## config.mk

```make
export PLATFORM = sky130hd
export DESIGN_NAME = barrett_reduce_flat
export DESIGN_NICKNAME = d
export VERILOG_FILES = /design/src/rtl/barrett_reduce_pkg.sv /design/src/rtl/barrett_reduce_if.sv /design/src/rtl/barrett_reduce_mod_csub.sv /design/src/rtl/barrett_reduce.sv /design/src/flat_wrapper.sv
export SDC_FILE = /design/constraint.sdc
export NUM_CORES = 1
export LEC_CHECK = 0
export CORE_UTILIZATION = 40
export CTS_BUF_LIST = sky130_fd_sc_hd__clkbuf_4 sky130_fd_sc_hd__clkbuf_8
export CTS_CLUSTER_SIZE = 8
export DETAILED_ROUTE_END_ITERATION = 10
export PLACE_DENSITY = 0.66
export RECOVER_POWER = 50
export SETUP_SLACK_MARGIN = 0.02
export SYNTH_ARGS = -nofsm -noshare
export SYNTH_HDL_FRONTEND = slang
export SYNTH_SLANG_ARGS = --single-unit
export TNS_END_PERCENT = 10
```

## constraint.sdc

```tcl
create_clock -name clk -period 10.4 [get_ports clk]
set_input_delay 1.56 -clock clk [delete_from_list [all_inputs] [get_ports clk]]
set_output_delay 1.56 -clock clk [all_outputs]
set_load 0.05 [all_outputs]
```

## src/rtl/barrett_reduce_pkg.sv

```systemverilog
// Shared constants for the NTT reduction path: data width, modulus,
// modulus bit count, reducer latency and the Barrett constant derivation.
package barrett_reduce_pkg;

   localparam int unsigned     DATAWIDTH      = 32;
   localparam longint unsigned MODULUS        = 64'd343576577;
   localparam int unsigned     MOD_BITS       = 29;
   // Butterfly schedulers delay twiddle paths by this many cycles.
   localparam int unsigned     REDUCE_LATENCY = 4;

   // floor(2^(2m) / p); valid for m up to 31 with 64-bit arithmetic.
   function automatic longint unsigned barrett_mu(input longint unsigned p,
                                                  input int unsigned m);
      return (64'd1 << (2 * m)) / p;
   endfunction

   localparam longint unsigned MU_DEFAULT = barrett_mu(MODULUS, MOD_BITS);

endpackage

```

## src/rtl/barrett_reduce_if.sv

```systemverilog
// Valid/ready product-in, residue-out bus between the Karatsuba multiplier,
// the Barrett reducer and the butterfly adder.
interface barrett_reduce_if #(
   parameter int unsigned DW = 32
);
   logic          in_valid;
   logic          in_ready;
   logic [DW-1:0] in_L;
   logic [DW-1:0] in_H;
   logic          out_valid;
   logic          out_ready;
   logic [DW-1:0] out_r;

   // Reducer side.
   modport slave (
      input  in_valid, in_L, in_H, out_ready,
      output in_ready, out_valid, out_r
   );

   // Producer/consumer side.
   modport master (
      output in_valid, in_L, in_H, out_ready,
      input  in_ready, out_valid, out_r
   );
endinterface

```

## src/rtl/barrett_reduce_mod_csub.sv

```systemverilog
// Single conditional subtraction: y = (a >= P) ? a - P : a.
// Also used by the butterfly add/sub units for their final correction.
module mod_csub
   import barrett_reduce_pkg::*;
#(
   parameter int unsigned     DW = DATAWIDTH,
   parameter longint unsigned P  = MODULUS
) (
   input  logic [DW-1:0] a_i,
   output logic [DW-1:0] y_o
);

   localparam logic [DW-1:0] P_V = DW'(P);

   assign y_o = (a_i >= P_V) ? (a_i - P_V) : a_i;

endmodule

```

## src/rtl/barrett_reduce.sv

```systemverilog
// Four-stage Barrett reducer: {in_H, in_L} mod P with valid/ready stalling.
// All stages advance together when the output register is free or being
// drained; bubbles travel through the pipe unchanged.
module barrett_reduce
   import barrett_reduce_pkg::*;
#(
   parameter int unsigned     DW = DATAWIDTH,
   parameter longint unsigned P  = MODULUS,
   parameter int unsigned     M  = MOD_BITS
) (
   input logic             clk,
   input logic             rst,
   barrett_reduce_if.slave bus
);

   localparam longint unsigned MU  = barrett_mu(P, M);
   localparam int unsigned     XW  = 2 * DW;
   localparam int unsigned     RW  = M + 2;
   localparam int unsigned     XSW = XW - (M - 1);
   localparam int unsigned     MUW = M + 1;
   localparam int unsigned     Q2W = XSW + MUW;

   localparam logic [Q2W-1:0] MU_Q = Q2W'(MU);
   localparam logic [RW-1:0]  P_R  = RW'(P);

   logic           adv;

   logic           v1_q, v1_d;
   logic [XW-1:0]  x1_q, x1_d;

   logic           v2_q, v2_d;
   logic [Q2W-1:0] q2_q, q2_d;
   logic [RW-1:0]  xl2_q, xl2_d;

   logic           v3_q, v3_d;
   logic [RW-1:0]  t3_q, t3_d;
   logic [RW-1:0]  xl3_q, xl3_d;

   logic           v4_q, v4_d;
   logic [DW-1:0]  r4_q, r4_d;

   logic [RW-1:0]  r_raw;
   logic [DW-1:0]  r_c1;
   logic [DW-1:0]  r_c2;

   // Bits of the quotient estimate that never reach t: the low M+1 bits are
   // shifted away and only q3 mod 2^(M+2) affects the wrapped product.
   logic           unused_q2;
   assign unused_q2 = ^{q2_q[M:0], q2_q[Q2W-1:M+1+RW]};

   assign adv           = !v4_q | bus.out_ready;
   assign bus.in_ready  = adv | rst;
   assign bus.out_valid = v4_q;
   assign bus.out_r     = r4_q;

   // x - q*P is below 3P < 2^(M+2), so the wrapped difference is exact.
   assign r_raw = xl3_q - t3_q;

   mod_csub #(.DW(DW), .P(P)) u_csub_1 (
      .a_i (DW'(r_raw)),
      .y_o (r_c1)
   );

   mod_csub #(.DW(DW), .P(P)) u_csub_2 (
      .a_i (r_c1),
      .y_o (r_c2)
   );

   // Next values for every stage: capture, quotient estimate, q*P mod 2^(M+2), residue.
   always_comb begin
      v1_d  = bus.in_valid;
      x1_d  = {bus.in_H, bus.in_L};

      v2_d  = v1_q;
      q2_d  = Q2W'(x1_q[XW-1:M-1]) * MU_Q;
      xl2_d = x1_q[RW-1:0];

      // Low bits of a product depend only on the low bits of its operands.
      v3_d  = v2_q;
      t3_d  = q2_q[M+RW:M+1] * P_R;
      xl3_d = xl2_q;

      v4_d  = v3_q;
      r4_d  = r_c2;
   end

   // Stage registers load together on advance and hold otherwise.
   always_ff @(posedge clk) begin
      if (rst) begin
         v1_q  <= 1'b0;
         x1_q  <= '0;
         v2_q  <= 1'b0;
         q2_q  <= '0;
         xl2_q <= '0;
         v3_q  <= 1'b0;
         t3_q  <= '0;
         xl3_q <= '0;
         v4_q  <= 1'b0;
         r4_q  <= '0;
      end else if (adv) begin
         v1_q  <= v1_d;
         x1_q  <= x1_d;
         v2_q  <= v2_d;
         q2_q  <= q2_d;
         xl2_q <= xl2_d;
         v3_q  <= v3_d;
         t3_q  <= t3_d;
         xl3_q <= xl3_d;
         v4_q  <= v4_d;
         r4_q  <= r4_d;
      end
   end

endmodule

```

## src/flat_wrapper.sv

```systemverilog
// flat-port wrapper written by rule: the top's interface ports become plain ports
module barrett_reduce_flat import barrett_reduce_pkg::*;
#(
   parameter int unsigned     DW = DATAWIDTH,
   parameter longint unsigned P  = MODULUS,
   parameter int unsigned     M  = MOD_BITS
)
  (clk, rst, bus_in_valid, bus_in_L, bus_in_H, bus_out_ready, bus_in_ready, bus_out_valid, bus_out_r);
  barrett_reduce_if #(.DW(DW)) bus_i ();
  input logic clk;
  input logic rst;
  input wire logic [$bits(bus_i.in_valid)-1:0] bus_in_valid;
  input wire logic [$bits(bus_i.in_L)-1:0] bus_in_L;
  input wire logic [$bits(bus_i.in_H)-1:0] bus_in_H;
  input wire logic [$bits(bus_i.out_ready)-1:0] bus_out_ready;
  output wire logic [$bits(bus_i.in_ready)-1:0] bus_in_ready;
  output wire logic [$bits(bus_i.out_valid)-1:0] bus_out_valid;
  output wire logic [$bits(bus_i.out_r)-1:0] bus_out_r;
  assign bus_i.in_valid = bus_in_valid;
  assign bus_i.in_L = bus_in_L;
  assign bus_i.in_H = bus_in_H;
  assign bus_i.out_ready = bus_out_ready;
  assign bus_in_ready = bus_i.in_ready;
  assign bus_out_valid = bus_i.out_valid;
  assign bus_out_r = bus_i.out_r;
  barrett_reduce #(.DW(DW), .P(P), .M(M)) u_core (.clk(clk), .rst(rst), .bus(bus_i));
endmodule
```

Word level (Yosys, flattened, before mapping)

Index checks and enable logic that the tools add are counted.

Register bits: 250
Word-level logic and storage cells: 22

$add $sub $neg: 3
Multipliers: 2
Order comparisons: 2
Muxes and demuxes: 2
Bitwise logic cells: 2
Reduce and logical (&&, ||, !) cells: 1

Operator list:

| kind                   | number |
|---|---|
| $mux 32                | 2 |
| $mul 36x26->57 const B | 1 |
| $ge 32x29->1 const B   | 1 |
| $sub 31x29->32 const B | 1 |
| $sub 32x29->32 const B | 1 |
| $ge 31x29->1 const B   | 1 |
| $mul 31x29->31 const B | 1 |
| $sub 31x31->31         | 1 |
| $or 1x1->1             | 2 |
| $logic_not 1->1        | 1 |

Longest topological paths before layout

Depth after elaboration: 5
Mapped depth: 30
Mapped depth without buffers: 30

Cells and area by module

A second synthesis with hierarchy kept.

Cell total of the unflattened synthesis: 2,900
Area total of the unflattened synthesis: 24,806.3 sq um

Modules (own cells, without submodules):

| module         | instances | cells an instance | area an instance (sq um) | sequential area each (sq um) |
|---|---|---|---|---|
| barrett_reduce | 1         | 2,622             | 22,922.0                 | 4,484.3 |
| mod_csub       | 2         | 139               | 942.2                    | 0.0 |

Worst setup path after synthesis

No wires, ideal clock.

Kind: register to register
Start: reg u_core.x1_q[44]
End: reg u_core.q2_q[60]
Arrival: 6.878 ns
Required time: 10.283 ns
Slack: 3.405 ns
Stages on the path, launching flop included: 31
Path buffers: 0
Clock period less this slack: 6.995 ns
Cells stage by stage: dfxtp_1 -> ha_1 -> inv_1 -> fa_1 -> inv_1 -> ha_1 -> ha_1 -> inv_1 -> fa_1 -> inv_1 -> fa_1 -> fa_1 -> ha_1 -> a21o_1 -> a21o_1 -> a21o_1 -> a21o_1 -> a21oi_1 -> o21ai_0 -> a2111oi_0 -> nor2_1 -> a31oi_1 -> a41oi_1 -> a211oi_1 -> o31a_1 -> nor2b_1 -> o21ai_0 -> a21oi_1 -> a31oi_1 -> xnor2_1 -> a22o_1

Cells in the longest elaborated chain, start to end: 1

RTL lines:

| what                     | line                  | source |
|---|---|---|
| start: declaration       | barrett_reduce.sv:29  | `logic [XW-1:0] x1_q, x1_d;` |
| start signal: assignment | barrett_reduce.sv:91  | `x1_q <= '0;` |
| start signal: assignment | barrett_reduce.sv:102 | `x1_q <= x1_d;` |
| $mul 36x26->57           | barrett_reduce.sv:75  | `q2_d = Q2W'(x1_q[XW-1:M-1]) * MU_Q;` |
| end signal: assignment   | barrett_reduce.sv:104 | `q2_q <= q2_d;` |
| end: declaration         | barrett_reduce.sv:32  | `logic [Q2W-1:0] q2_q, q2_d;` |

No other way between the ends.
A chain may end at the register's enable or synchronous reset.

Final worst setup path

Ends and elaborated chain as after synthesis.

==> summary.md <==
| Metric | Value |
|---|---|
| Status | finished, violations left |
| Failing checks | capacitance limit, slew limit |
| Slew Limit Fails | 206 |
| Worst-Skew Late Latency | 640 ps |
| Post-CTS sizing | 0 |
| Initial DRC Count | 1,096 |
| Core Footprint | about 63,000 µm² |
| Detailed Route WL | between 60 and 70 mm |
| TNS Setup | 0 ps |
| Ports | ~100 |
| Clk_skew | about 64 ps |
| Post-DRT Antenna Nets | 0 |
| Unique cell type count in the Yosys netlist | 95 |
| Adder-cell share of the synthesized area | 40.71% |
| Register area | between 4000 and 5000 µm² |
| Vias in the first global route | 19.55k |
| Worst hold-check path type | register to register |
| Post-synthesis mux area share | 0.2853% |
| Critical path launch point type | register |
| Post-CTS Setup Inserts | 0 |
| Simple-gate portion of the synthesized area | 12.32% |
| Via density per instance | roughly 5.0 |
| Drt first pass iters | 5 |
| Dominant synthesized flop cell | dfxtp_1 |
| Port bufs | 101 |
| Post-synth EDFFs | 0 |
| Initial antenna violation count | 2 |
| Finished Cell Area | 28,250 µm² |
| GR Overflow Total | 0 |
| Crit. End Element | register |
| Critical-path top delay cell | fa_1 |
| Register area share after synthesis | ~18% |
| Commonest non-fill, non-tap cell in the layout | inv_1 |
| Share of the synthesized area in the top cell type | about a fifth |
| Crit path DAT | 8380 ps |
| Combinational family with the most area after synthesis | adder cells |
| Commonest non-fill, non-tap cells in the layout | inv_1, nand2_1, ha_1 |
| Placed cell area | around 27,000 µm² |
| Area taken by multi-input logic gates | 18,320 µm² |
| NumNets Final | 3,803 |
| Routed WL per cell | between 15 and 20 µm |
| Synth Net Count | 3,741 |
| Via count | just under 20k |
| Clk buf depth | 3 |
| Worst-Margin Slew | 2652 ps |
| Final Setup Violations | 0 |
| Final worst path period share | 75.62% |
| Synth Warn # | 0 |
| Complex-gate fraction of the synthesized area | between 10% and 20% |
| Clock-pin slew on the worst setup and hold paths | 60 ps |
| Overall routing resource usage | 20.77% |
| Clock Sinks | 224 |
| Cells after synthesis | ~3.0k |
| Share of cells above drive strength 1 | approximately 4.2% |
| CP max FO | 6 |
| Die Y | 254.2 µm |
| Starting Density | 40.39% |
| Cell taking the most area after synthesis | fa_1 |
| Synth-to-Final Area Change | 11.07% |
| Global-route wire length before repair | ~110 mm |
| Die ar. | between 60,000 and 70,000 µm² |
| Req. time, crit path | ~11,000 ps |
| CTS tree | done |
| Fillcell total | 6,302 |
| Clock root buffer | clkbuf_8 |
| Largest cells by area after synthesis | fa_1, ha_1, dfxtp_1 |
| Post-Synth XOR/XNOR Area | 4.821% |
| Pin count of the biggest net entering global routing | roughly 200 |
| Syn Std Cell Area | 25,430 µm² |
| Synth Register Bits | 224 |
| Cts-stage hold buffer count | 0 |
| Min Tclk post-route | 7864 ps |
| Worst path max stage delay | 540 ps |
| Critical setup path kind | register to register |
| RSZ-0062 raised after global routing | false |
| Syn_area_per_cell | 8.464 µm² |
| Die width | 254.2 µm |
| Max Fclk | 0.1272 GHz |
| Relative slew slack | -76.80% |
| WHS | between 400 and 500 ps |
| Half-perimeter wire length after placement | 52.81 mm |
| FP Rows | 92 |
| Final GP Congestion | 0.9268 |
| Max cap viols | 3 |
| # DRC | 0 |
| Fin. Hold Viols | 0 |
| Inserted Clock Buffers | 46 |
| Ys async rst share | 0% |
| H-tree depth | 2 |
## final timing paths
path                    from               to  slack [ps]  depth (start not counted)
max reg2reg  u_core.x1_q[44]  u_core.q2_q[60]        2540                         30
max          u_core.x1_q[44]  u_core.q2_q[60]        2540                         30
min reg2reg  u_core.xl2_q[8]  u_core.xl3_q[8]         440                          2
min          u_core.xl2_q[8]  u_core.xl3_q[8]         440                          2
## sequential cells by signal, summed over array words and instances (netlist names)
name / flops
u_core.bus.out_valid: 1
u_core.xl2_q: 31
u_core.t3_q: 31
u_core.v3_q: 1
u_core.x1_q: 64
u_core.v1_q: 1
u_core.xl3_q: 31
u_core.bus.out_r: 32
u_core.q2_q: 31
u_core.v2_q: 1
## metrics by stage
step	std cells	utilization [%]	setup WS [ps]
2_1_floorplan	3005	-	3405
3_3_place_gp	3865	43.19	2711
3_5_place_dp	3865	43.19	2617
4_1_cts	3949	44.90	2519
5_1_grt	3950	44.87	1902
6_report	3950	44.87	2536
## critical path, delay by kind of cell (launching register included)
kind            cells  cell delay, ps
fa+ha+maj           8            3110
buf+inv             4             250
simple gates        2             240
xor+xnor            1             100
flops               1             510
compound gates     15            3550
## routing by layer
layer	track usage, %	wire (µm)	up-vias
met1	29.02	31370	9388
met4	4.768	1190	0
met3	2.796	2868	73
met5	0	0	-
met2	33.94	29700	378
li1	-	-	9864
## final cells by class
class	count	share of cell area (%)
Multi-Input combinational cell	2092	64.86
Sequential cell	224	15.87
Inverter	594	7.893
Timing Repair Buffer	109	3.818
Tap cell	846	3.747
Clock buffer	69	3.052
Clock inverter	15	0.7485
Antenna cell	1	0.008858
## Yosys cell counts (all sizes together) (5+ instances only)
cell type  instances
ha               402
buf               17
o2111ai            5
fa               266
inv              593
a22o               7
a211oi            18
o31a               5
o21a              11
nand3b             7
nand2            460
o22ai             10
a31oi              9
o211ai            28
o31ai              5
nand4             12
and3              13
a2111oi            6
xnor2            101
and2              14
a21oi            273
xor2              39
mux2i              5
o21ai             87
clkbuf            78
or3               10
nor4               6
or2               11
o211a              6
dfxtp            224
nand3             30
nand2b            12
nor2              90
nor2b             11
o21bai            20
a21o              25
nor3              22
## logic make-up after synthesis
family	count (synthesis)
and+or+nand+nor	719
buffers and inverters	689
adders and majority gates	668
AOI/OAI and AO/OA	558
DFF	224
xor gates and xnor gates	140
muxes	7
Power is not shown: default switching activity piles up to over one toggle a cycle in this logic, so the estimate is an artifact.
